$ cat src/rtl/prog_loader.sv
// Streaming program loader: writes a valid/ready word stream into program memory,
// optionally zero-fills the remaining slots, and releases the CPU once the image is complete.
module prog_loader #(
    parameter int unsigned INSTR_SIZE   = 12,
    parameter int unsigned ADDR_SIZE    = 5,
    parameter int unsigned PROGRAM_SIZE = 16,
    parameter int unsigned CLEAR_REST   = 1
) (
    input  logic                  clk,
    input  logic                  rst_n,
    input  logic                  start,
    input  logic                  in_valid,
    output logic                  in_ready,
    input  logic [INSTR_SIZE-1:0] in_data,
    input  logic                  in_last,
    output logic                  mem_we,
    output logic [ADDR_SIZE-1:0]  mem_addr,
    output logic [INSTR_SIZE-1:0] mem_wdata,
    output logic                  cpu_run,
    output logic                  busy,
    output logic                  done,
    output logic                  out_of_bounds,
    output logic [INSTR_SIZE-1:0] checksum,
    output logic [ADDR_SIZE:0]    word_count
);

    // One extra address bit so the address can sit at PROGRAM_SIZE without wrapping.
    localparam int unsigned AW = ADDR_SIZE + 1;
    localparam logic [AW-1:0] LAST_ADDR = AW'(PROGRAM_SIZE - 1);

    typedef enum logic [2:0] {
        S_IDLE,
        S_LOAD,
        S_FILL,
        S_DONE,
        S_ERROR
    } state_e;

    state_e                state_q, state_d;
    logic [AW-1:0]         addr_q, addr_d;
    logic [INSTR_SIZE-1:0] checksum_q, checksum_d;
    logic [AW-1:0]         count_q, count_d;
    logic                  done_q, done_d;
    logic                  oob_q, oob_d;
    logic                  run_q, run_d;
    logic                  drained_q, drained_d;
    logic                  beat;

    always_ff @(posedge clk or negedge rst_n) begin
        if (!rst_n) begin
            state_q    <= S_IDLE;
            addr_q     <= '0;
            checksum_q <= '0;
            count_q    <= '0;
            done_q     <= 1'b0;
            oob_q      <= 1'b0;
            run_q      <= 1'b0;
            drained_q  <= 1'b0;
        end else begin
            state_q    <= state_d;
            addr_q     <= addr_d;
            checksum_q <= checksum_d;
            count_q    <= count_d;
            done_q     <= done_d;
            oob_q      <= oob_d;
            run_q      <= run_d;
            drained_q  <= drained_d;
        end
    end

    always_comb begin
        state_d    = state_q;
        addr_d     = addr_q;
        checksum_d = checksum_q;
        count_d    = count_q;
        done_d     = done_q;
        oob_d      = oob_q;
        run_d      = run_q;
        drained_d  = drained_q;
        in_ready   = 1'b0;
        mem_we     = 1'b0;
        mem_addr   = '0;
        mem_wdata  = '0;
        busy       = 1'b0;
        beat       = 1'b0;

        case (state_q)
            S_LOAD: begin
                busy     = 1'b1;
                in_ready = 1'b1;
                beat     = in_valid;
                if (beat) begin
                    mem_we     = 1'b1;
                    mem_addr   = addr_q[ADDR_SIZE-1:0];
                    mem_wdata  = in_data;
                    checksum_d = checksum_q ^ in_data;
                    count_d    = count_q + AW'(1);
                    addr_d     = addr_q + AW'(1);
                    if (in_last) begin
                        if (CLEAR_REST == 0 || addr_q == LAST_ADDR) begin
                            state_d = S_DONE;
                            done_d  = 1'b1;
                            run_d   = 1'b1;
                        end else begin
                            state_d = S_FILL;
                        end
                    end else if (addr_q == LAST_ADDR) begin
                        state_d   = S_ERROR;
                        oob_d     = 1'b1;
                        drained_d = 1'b0;
                    end
                end
            end
            S_FILL: begin
                busy     = 1'b1;
                mem_we   = 1'b1;
                mem_addr = addr_q[ADDR_SIZE-1:0];
                addr_d   = addr_q + AW'(1);
                if (addr_q == LAST_ADDR) begin
                    state_d = S_DONE;
                    done_d  = 1'b1;
                    run_d   = 1'b1;
                end
            end
            S_IDLE, S_DONE, S_ERROR: begin
                // ERROR keeps accepting (and dropping) words until the image's last word.
                if (state_q == S_ERROR) begin
                    in_ready = ~drained_q;
                    beat     = in_valid & ~drained_q;
                    if (beat && in_last) begin
                        drained_d = 1'b1;
                    end
                end
                if (start) begin
                    state_d    = S_LOAD;
                    addr_d     = '0;
                    checksum_d = '0;
                    count_d    = '0;
                    done_d     = 1'b0;
                    oob_d      = 1'b0;
                    run_d      = 1'b0;
                    drained_d  = 1'b0;
                end
            end
            default: begin
                state_d = S_IDLE;
            end
        endcase
    end

    assign cpu_run       = run_q;
    assign done          = done_q;
    assign out_of_bounds = oob_q;
    assign checksum      = checksum_q;
    assign word_count    = count_q;

endmodule
$ cat config.mk
export PLATFORM = sky130hd
export DESIGN_NAME = prog_loader
export DESIGN_NICKNAME = d
export VERILOG_FILES = /design/src/rtl/prog_loader.sv
export SDC_FILE = /design/constraint.sdc
export NUM_CORES = 1
export LEC_CHECK = 0
export BUFFER_PORTS_ARGS = -buffer_cell sky130_fd_sc_hd__buf_2
export CAP_MARGIN = 40
export CELL_PAD_IN_SITES_DETAIL_PLACEMENT = 0
export CELL_PAD_IN_SITES_GLOBAL_PLACEMENT = 1
export CORE_MARGIN = 2
export CORE_UTILIZATION = 39
export CTS_BUF_LIST = sky130_fd_sc_hd__clkbuf_4
export DETAILED_ROUTE_END_ITERATION = 8
export GPL_TIMING_DRIVEN = 0
export PLACE_DENSITY_LB_ADDON = 0.25
export SLEW_MARGIN = 20
export SYNTH_ARGS = -nofsm -noshare
export SYNTH_HDL_FRONTEND = slang
export SYNTH_SLANG_ARGS = --single-unit
$ cat constraint.sdc
create_clock -name clk -period 2 [get_ports clk]
set_input_delay 0.4 -clock clk [delete_from_list [all_inputs] [get_ports clk]]
set_output_delay 0.4 -clock clk [all_outputs]
set_load 0.05 [all_outputs]
==> out/metrics.csv, run 1 <==
stage;metric;value;unit
setup_path;cpMostUsedCell;buf_6;
hold_path;holdCritPathClass;input pin to asynchronous set/reset pin;
pwr;cellLeakagePower;1.32;nW
sta;finalMaxSlewViolations;0;
routing;vias;1794;
routing;routed_wl;4.99;mm
synth;ys_top_cells_by_area;dfrtp_1 42%, a21oi_1 5.9%, or3_1 5.7%, o21ai_0 4.8%, inv_1 3.2%;
routing;routedWlPerCell;14.8;µm
global_routing;grt_antenna_before_repair;0;
floorplanning;start_util;40.0;%
run;maxCapViolations;0;
synth;synthCells;200;
sta;fin_worst_skew;4.09;ps
final_layout;areaGrowthSynthToFinish;50.1;%
sta;period_share;112;%
sta;tns;-3650;ps
synth;synth_top_area_share;41.6;%
synth;syn-num-nets;219;
floorplanning;dieHeight;73.1;µm
floorplanning;die_x;73.1;µm
setup_path;reg2reg_from;state_q[1];
synth;synthArstFlopShare;100;%
clocking;htreeDepth;2;
setup_path;slowest_delay;450;ps
final_layout;instances_no_fill;337;
setup_path;cp_max_fo;6;
run_status;outcome;complete, but fails checks;
routing;ant_nets;0;
sta;finalSetupViolCount;19;
pwr;share_seq_of_total_power;21.2;%
setup_path;critPathSlowestCell;dfrtp_2;
clocking;numClockSinks;31;
global_routing;grt-ovfl-total;0;
placement;place.gp.congestion;0.758;
global_routing;grt_max_degree;32;
synth;synth_top_cell_by_area;dfrtp_1;
clocking;clkTransAtPathRegs;100;ps
clocking;clk_latency;330;ps
synth;synth-warning-count;0;
sta;slew_headroom;51.8;%
pwr;intPower;2.21;mW
sta;hold_viol;0;
synth;ys_seq_elements;31;
floorplanning;pin_count;58;
pwr;power.switching;2.36;mW
routing;drcViolationCount;0;
final_layout;drive_above_1_share;46.6;%
setup_path;worstPathArrival;1840;ps
final_layout;num_antenna_cells;0;
sta;setup_ws;-240;ps
synth;ys.flop_type;dfrtp_1;
floorplanning;fp.dieArea;5350;µm²
sta;rsz0062_at_grt;yes;
synth;synth_enable_flop_cells;0;
sta;max_freq;446;MHz
setup_path;cp-end-kind;primary output;
floorplanning;row_count;25;
synth;yosysSeqAreaShare;41.6;%
placement;post-place-ws;-167;ps
setup_path;reg2reg_setup_slack;180;ps
setup_path;cp_cell_sequence;buf_6 -> and2b_4 -> o211a_4 -> buf_12 -> nor3_4 -> buf_6;
setup_path;cp-start-kind;flop;
setup_path;crit_start;state_q[1];
pwr;total_power;4.57;mW
final_layout;fin_nets;301;
placement;placedCellCount;310;
setup_path;ff2ff_path_depth;7;
placement;port_buffers;56;
clocking;cts_hold_buf;0;
sta;worst_pin_slew;722;ps
global_routing;track_usage;19.5;%
sta;finalCriticalPeriod;2240;ps
pwr;combPwrFrac;70.8;%
clocking;clock_path_buffers;2;
pwr;ir_drop;0.836;mV
routing;routed_via_density;5.32;
clocking;ctsRootBufferMaster;clkbuf_4;
global_routing;grt_pass1_vias;1684;
synth;yosys.cell_types.count;45;
routing;drt_iter0_drc;100;
clocking;cts_tree;yes;
setup_path;worstSetupPathType;flop to primary output;
floorplanning;coreArea;4660;µm²
clocking;numCtsBuffers;5;
pwr;swShare;51.6;%
pwr;clkPwrFrac;8.0;%
run_status;violations;negative setup slack;
routing;dr.pass1.iters;4;
synth;syn-cell-area;1860;µm²
setup_path;required;1600;ps
synth;avgSynthCellArea;9.32;µm²
placement;dp_hpwl;3.25;mm
pwr;power_density;1630;nW/µm²
global_routing;grt_pass1_wl;8.05;mm
==> power groups by stage <==
stage | clock network, mW | logic [mW] | registers [mW]
after global routing | 0.402 | 3.43 | 0.997
after floorplan | 0 | 1.65 | 1.39
after global placement | 0 | 2.61 | 0.967
final | 0.366 | 3.24 | 0.967
after CTS | 0.378 | 3.09 | 0.960
after detailed placement | 0 | 2.62 | 0.970
==> registers in the layout, indices dropped and copies added, names as in the netlist <==
| register | cells |
|---|---|
| done | 1 |
| word_count | 6 |
| out_of_bounds | 1 |
| addr_q | 6 |
| checksum | 12 |
| cpu_run | 1 |
| drained_q | 1 |
| state_q | 3 |
==> Yosys cell counts, drive strengths merged (3+ instances only) <==
library cell and instances:
nor2 5, buf 12, a21oi 22, nand3 5, inv 16, and2 6, or3 17, nand2 7
mux2i 4, dfrtp 31, o21ai 21, o21a 3, a31oi 3, nor3 14, nand2b 6
==> placed cells by master, fill, tap and decap left out, drive strengths merged, types with 2 or more instances in the layout <==
cell type,n
a21boi,2
clkinv,2
a21oi,22
o211a,2
o21a,3
nor3,14
inv,15
nor2,5
a31oi,3
nand3,5
and2b,2
nand2b,6
clkbuf,7
mux2i,4
and2,6
dfrtp,31
ha,2
buf,87
or3,17
o21ai,21
nand2,7
a2111o,2
==> routing by layer <==
metal,track usage [%],vias up,part of all wire [%]
met5,0,-,0
met4,7.20,0,1.5
met3,3.45,9,4.3
met2,31.4,56,49
met1,26.2,837,46
li1,-,892,-
==> cells by family (layout without fill, tap and decap cells) <==
logic type      after synthesis  in the layout  share of synthesized area, %
mux                           5              5                          2.75
buf+inv                      29            112                          8.25
flops                        31             31                          41.6
simple gates                 69             69                          23.0
compound gates               64             64                          23.0
fa+ha+maj                     2              2                          1.34
==> through the flow <==
stage / cell area (µm²) / hold slack (ps) / util (%)
6_report: 2800 / 110 / 60.1
5_1_grt: 2800 / 168 / 60.1
4_1_cts: 2720 / 134 / 58.3
3_5_place_dp: 2380 / 483 / 51.1
3_3_place_gp: 2380 / 475 / 51.1
2_1_floorplan: 2030 / 104 / -
==> timing repair <==
| item | CTS | global route |
|---|---|---|
| setup endpoints to repair | 20 | 20 |
| gates resized for setup | 52 | 9 |
| pin swaps | 15 | 2 |
| gates cloned | 1 | 0 |
| buffers inserted | 13 | 7 |
==> final cells by class <==
class,count,area [µm²]
inverter,16,63.8
sequential,31,777
multi-input combinational,140,1120
clock buffer,6,45.0
fill,371,1860
tap,54,67.6
timing repair buffer,77,599
buffer,11,120
clock inverter,2,7.51
==> worst max-delay path: cells and delay by family, from the launching register on <==
family	cells	cell delay, ps
AOI/OAI and AO/OA	1	280
and+or+nand+nor	2	290
DFF	1	450
buffers and inverters	3	480
==> path summary, 6_finish.rpt <==
kind                                 end
max                         mem_wdata[4]
min                        word_count[1]
max reg2reg                      cpu_run
min reg2reg                         done
max in group asynchronous     state_q[1]
min in group clk              state_q[1]
Power figures use the tool's default switching activity.
==> run 2, diff against run 1 <==
--- a/constraint.sdc
+++ b/constraint.sdc
@@ -3,2 +3,2 @@
 set_output_delay 0.4 -clock clk [all_outputs]
-set_load 0.05 [all_outputs]
+set_load 0.1 [all_outputs]
==> run 2 against run 1 <==
Net effect:
- the run still ends with negative setup slack left
- maximum frequency decreased by 2.0%
- utilization rose by 3.7 points
- design area up 6.2%
- flip-flop and latch count is the same
- via count grew 0.78%
- clock skew grew 8.2 ps
- critical path type unchanged
- critical endpoint is now mem_wdata[2]
- highest routed layer unchanged
==> out/metrics.csv, run 2 (same netlist as run 1, synthesis figures left out) <==
stage;metric;value;unit
run_status;outcome;complete, but fails checks;
run_status;violations;negative setup slack;
floorplanning;coreArea;4660;µm²
placement;place.gp.congestion;0.770;
sta;finalCriticalPeriod;2290;ps
floorplanning;start_util;40.0;%
final_layout;num_antenna_cells;0;
sta;finalMaxSlewViolations;0;
global_routing;grt_max_degree;32;
floorplanning;dieHeight;73.1;µm
sta;holdWs;118;ps
setup_path;cp-end-kind;primary output;
floorplanning;die_x;73.1;µm
sta;fin_worst_skew;12.3;ps
sta;hold_viol;0;
sta;setup_ws;-287;ps
clocking;clock_path_buffers;2;
floorplanning;pin_count;58;
clocking;clk_latency;330;ps
routing;drt_iter0_drc;119;
clocking;cts_tree;yes;
setup_path;cp_max_fo;8;
sta;period_share;114;%
routing;ant_nets;0;
routing;routedWlPerCell;15.7;µm
setup_path;worstSetupPathType;flop to primary output;
setup_path;worstPathArrival;1890;ps
final_layout;fin_nets;300;
sta;max_freq;437;MHz
global_routing;grt_pass1_wl;8.37;mm
final_layout;final_cell_mix;37 x buf_2, 31 x dfrtp_1, 24 x buf_12;
clocking;clkTransAtPathRegs;110;ps
placement;dp_hpwl;3.30;mm
final_layout;final_util;63.8;%
clocking;numClockSinks;31;
global_routing;grt_antenna_before_repair;0;
hold_path;holdCritPathClass;input pin to asynchronous set/reset pin;
global_routing;grt-ovfl-total;0;
clocking;numCtsBuffers;5;
clocking;ctsRootBufferMaster;clkbuf_4;
routing;routed_wl;5.28;mm
global_routing;grt_pass1_vias;1731;
final_layout;largest_register_ff_count;12;
final_layout;areaGrowthSynthToFinish;59.5;%
routing;vias;1808;
sta;tns;-5090;ps
routing;dr.pass1.iters;4;
final_layout;final_common_cell;buf_2;
placement;port_buffers;56;
global_routing;track_usage;20.6;%
final_layout;drive_above_1_share;46.5;%
run;maxCapViolations;0;
floorplanning;fp.dieArea;5350;µm²
floorplanning;row_count;25;
sta;rsz0062_at_grt;yes;
setup_path;cp-start-kind;flop;
routing;routed_via_density;5.38;
clocking;htreeDepth;2;
setup_path;reg2reg_setup_slack;160;ps
sta;slew_headroom;50.9;%
routing;drcViolationCount;0;
sta;worst_pin_slew;736;ps
clocking;cts_hold_buf;0;
sta;finalSetupViolCount;19;
setup_path;required;1600;ps
==> run 2: cell types whose count changed in the layout (fill, tap and decap cells not counted), sizes merged <==
cell  change
buf       -1
==> run 2: metrics by stage <==
stage,cell area [µm²],setup WS [ps],cells
after CTS,2890,-348,331
final,2970,-287,336
after global placement,2400,-353,310
after floorplan,2050,-452,200
after global routing,2970,-367,336
after detailed placement,2400,-351,310
==> run 2: layout make-up <==
cell class | instances | area (µm²)
flip-flops and latches | 31 | 776
plain buffers | 11 | 120
multi-input cells | 140 | 1130
well taps | 54 | 67.6
inverters | 16 | 63.8
repair buffers | 76 | 759
clock buffers | 6 | 45.0
clock inverters | 2 | 7.51
fillers | 369 | 1690
==> run 2: path summary, 6_finish.rpt <==
check                      cells past startpoint            end       start
setup reg to reg                               7        cpu_run  state_q[1]
max in group asynchronous                      1    checksum[3]       rst_n
hold reg to reg                                1           done        done
setup / recovery                               6   mem_wdata[2]  state_q[1]
min in group clk                               3     state_q[1]     in_last
hold / removal                                 1  word_count[0]       rst_n
==> run 2: worst max-delay path, stage by stage (launching register included) <==
cell and delay, ps:
dfrtp_1 440, buf_6 150, and2b_4 160, o211a_4 280, buf_4 160, nor3_4 150, buf_12 200
==> run 2: per-layer routing <==
layer | up-vias | global-route usage, % | wire [µm]
li1 | 897 | - | -
met1 | 850 | 25.4 | 2270
met2 | 53 | 33.9 | 2670
met3 | 8 | 5.25 | 253
met4 | 0 | 8.64 | 88
met5 | - | 0 | 0
==> run 2: repair_timing <==
action / in CTS / in global routing
setup endpoints to repair: 20 / 20
buffers inserted: 15 / 5
gates resized for setup: 88 / 8
pin swaps: 6 / 6
Power of run 2 is left out: the tool's default activity adds up to more than one toggle a clock period on the data nets, which glitch-free logic cannot reach.
==> run 3, diff against run 2 <==
- PLACE_DENSITY: default -> 0.82
- PLACE_DENSITY_LB_ADDON: 0.25 -> default
==> run 3 against run 2 <==
Net effect:
- the flow still finishes with violations (negative setup slack)
- register-to-register slack lost 140 ps
- die area is the same
- sequential share of layout area shrank 1.4 points
- hold slack lost 18 ps
- maximum frequency shrank 2.1%
- design area grew 5.7%
- global-route usage grew 0.73 points
- flip-flop and latch count is the same
- critical endpoint is now mem_wdata[10]
- largest cell class unchanged
==> out/metrics.csv, run 3 (same netlist as run 1, synthesis figures left out) <==
stage;metric;value;unit
run_status;outcome;complete, but fails checks;
run_status;violations;negative setup slack;
routing;vias;1914;
routing;drt_iter0_drc;125;
global_routing;grt_pass1_wl;8.74;mm
routing;routed_wl;5.54;mm
sta;fin_worst_skew;9.30;ps
routing;routed_via_density;5.48;
final_layout;final_common_cell;buf_2;
global_routing;grt_antenna_before_repair;0;
final_layout;drive_above_1_share;50.8;%
clocking;htreeDepth;2;
sta;slew_headroom;52.4;%
sta;finalCriticalPeriod;2340;ps
routing;ant_nets;0;
final_layout;final_cell_mix;36 x buf_2, 31 x buf_4, 31 x dfrtp_1;
hold_path;holdCritPathClass;input pin to asynchronous set/reset pin;
floorplanning;row_count;25;
run;maxCapViolations;0;
setup_path;critPathSlowestCell;dfrtp_1;
setup_path;path_delay_family;buffers and inverters;
final_layout;largest_register_ff_count;12;
routing;dr.pass1.iters;4;
placement;place.gp.congestion;0.792;
final_layout;final_util;67.4;%
routing;routedWlPerCell;15.9;µm
setup_path;cpMostUsedCell;buf_12;
sta;rsz0062_at_grt;yes;
clocking;clk_latency;340;ps
sta;worst_pin_slew;714;ps
sta;setup_ws;-335;ps
setup_path;slowest_delay;430;ps
routing;drcViolationCount;0;
placement;port_buffers;56;
floorplanning;coreArea;4660;µm²
floorplanning;die_x;73.1;µm
global_routing;track_usage;21.3;%
clocking;numClockSinks;31;
setup_path;cp-end-kind;primary output;
global_routing;grt-ovfl-total;0;
clocking;cts_hold_buf;0;
final_layout;fin_nets;314;
floorplanning;dieHeight;73.1;µm
clocking;numCtsBuffers;5;
setup_path;reg2reg_to;checksum[3];
sta;max_freq;428;MHz
setup_path;ff2ff_path_depth;8;
setup_path;worstPathArrival;1940;ps
setup_path;cp_max_fo;8;
setup_path;path_buf_inv;3;
clocking;clkTransAtPathRegs;100;ps
clocking;clock_path_buffers;2;
clocking;cts_tree;yes;
placement;post-place-ws;-349;ps
setup_path;reg2reg_from;state_q[1];
floorplanning;pin_count;58;
global_routing;grt_pass1_vias;1746;
global_routing;grt_max_degree;32;
floorplanning;start_util;40.0;%
setup_path;path_depth;6;
setup_path;cp_cell_sequence;buf_6 -> and2b_4 -> o211a_4 -> buf_12 -> nor3_4 -> buf_12;
sta;finalSetupViolCount;19;
setup_path;reg2reg_setup_slack;20;ps
sta;finalMaxSlewViolations;0;
final_layout;num_antenna_cells;0;
placement;dp_hpwl;3.31;mm
setup_path;worstSetupPathType;flop to primary output;
setup_path;cp-start-kind;flop;
sta;hold_viol;0;
final_layout;fillers;347;
sta;period_share;117;%
floorplanning;fp.dieArea;5350;µm²
clocking;ctsRootBufferMaster;clkbuf_4;
final_layout;areaGrowthSynthToFinish;68.5;%
setup_path;required;1600;ps
==> run 3: worst max-delay path by stage <==
stage | start | endpoint
final | state_q[1] | mem_wdata[10]
after global routing | state_q[1] | mem_wdata[10]
after CTS | state_q[1] | mem_wdata[10]
after detailed placement | state_q[0] | mem_wdata[10]
after global placement | state_q[0] | mem_wdata[10]
after floorplan | state_q[1] | mem_wdata[10]
==> run 3: per-layer routing <==
layer / track usage (%) / wire (µm) / vias up
met5: 0 / 0 / -
li1: - / - / 913
met2: 34.5 / 2820 / 55
met1: 28.2 / 2370 / 935
met3: 3.87 / 251 / 11
met4: 8.02 / 98 / 0
==> run 3: area by class of cell <==
class / count / area, µm² / share of cell area, %
repair buffers: 92 / 900 / 28.6
inverters: 16 / 63.8 / 2.03
plain buffers: 9 / 108 / 3.42
flip-flops and latches: 31 / 776 / 24.7
well taps: 54 / 67.6 / 2.15
clock inverters: 2 / 8.76 / 0.279
clock buffers: 5 / 37.5 / 1.19
multi-input cells: 140 / 1180 / 37.6
==> run 3: timing repair <==
| item | in CTS | in global routing |
|---|---|---|
| gates resized for setup | 93 | 22 |
| setup buffers | 21 | 16 |
| pin swaps | 14 | 15 |
| endpoints found under the setup margin | 20 | 30 |
| gates cloned | 0 | 1 |
==> run 3: metrics by stage <==
step | TNS (ps) | std cells | hold slack (ps) | instance area [µm²]
final | -4590 | 349 | 100 | 3140
after global routing | -5930 | 349 | 180 | 3140
after CTS | -4470 | 336 | 120 | 2950
after detailed placement | -3790 | 310 | 479 | 2400
after global placement | -3850 | 310 | 474 | 2400
after floorplan | -6080 | 200 | 104 | 2050
==> run 3: worst reg2reg max path: stages (launching register included) <==
cell	delay (ps)
dfrtp_1	430
buf_4	160
mux2i_4	190
a2bb2oi_4	180
buf_6	160
buf_4	150
buf_4	160
or3_1	310
a21oi_1	170
Power of run 3 is left out for the same reason.
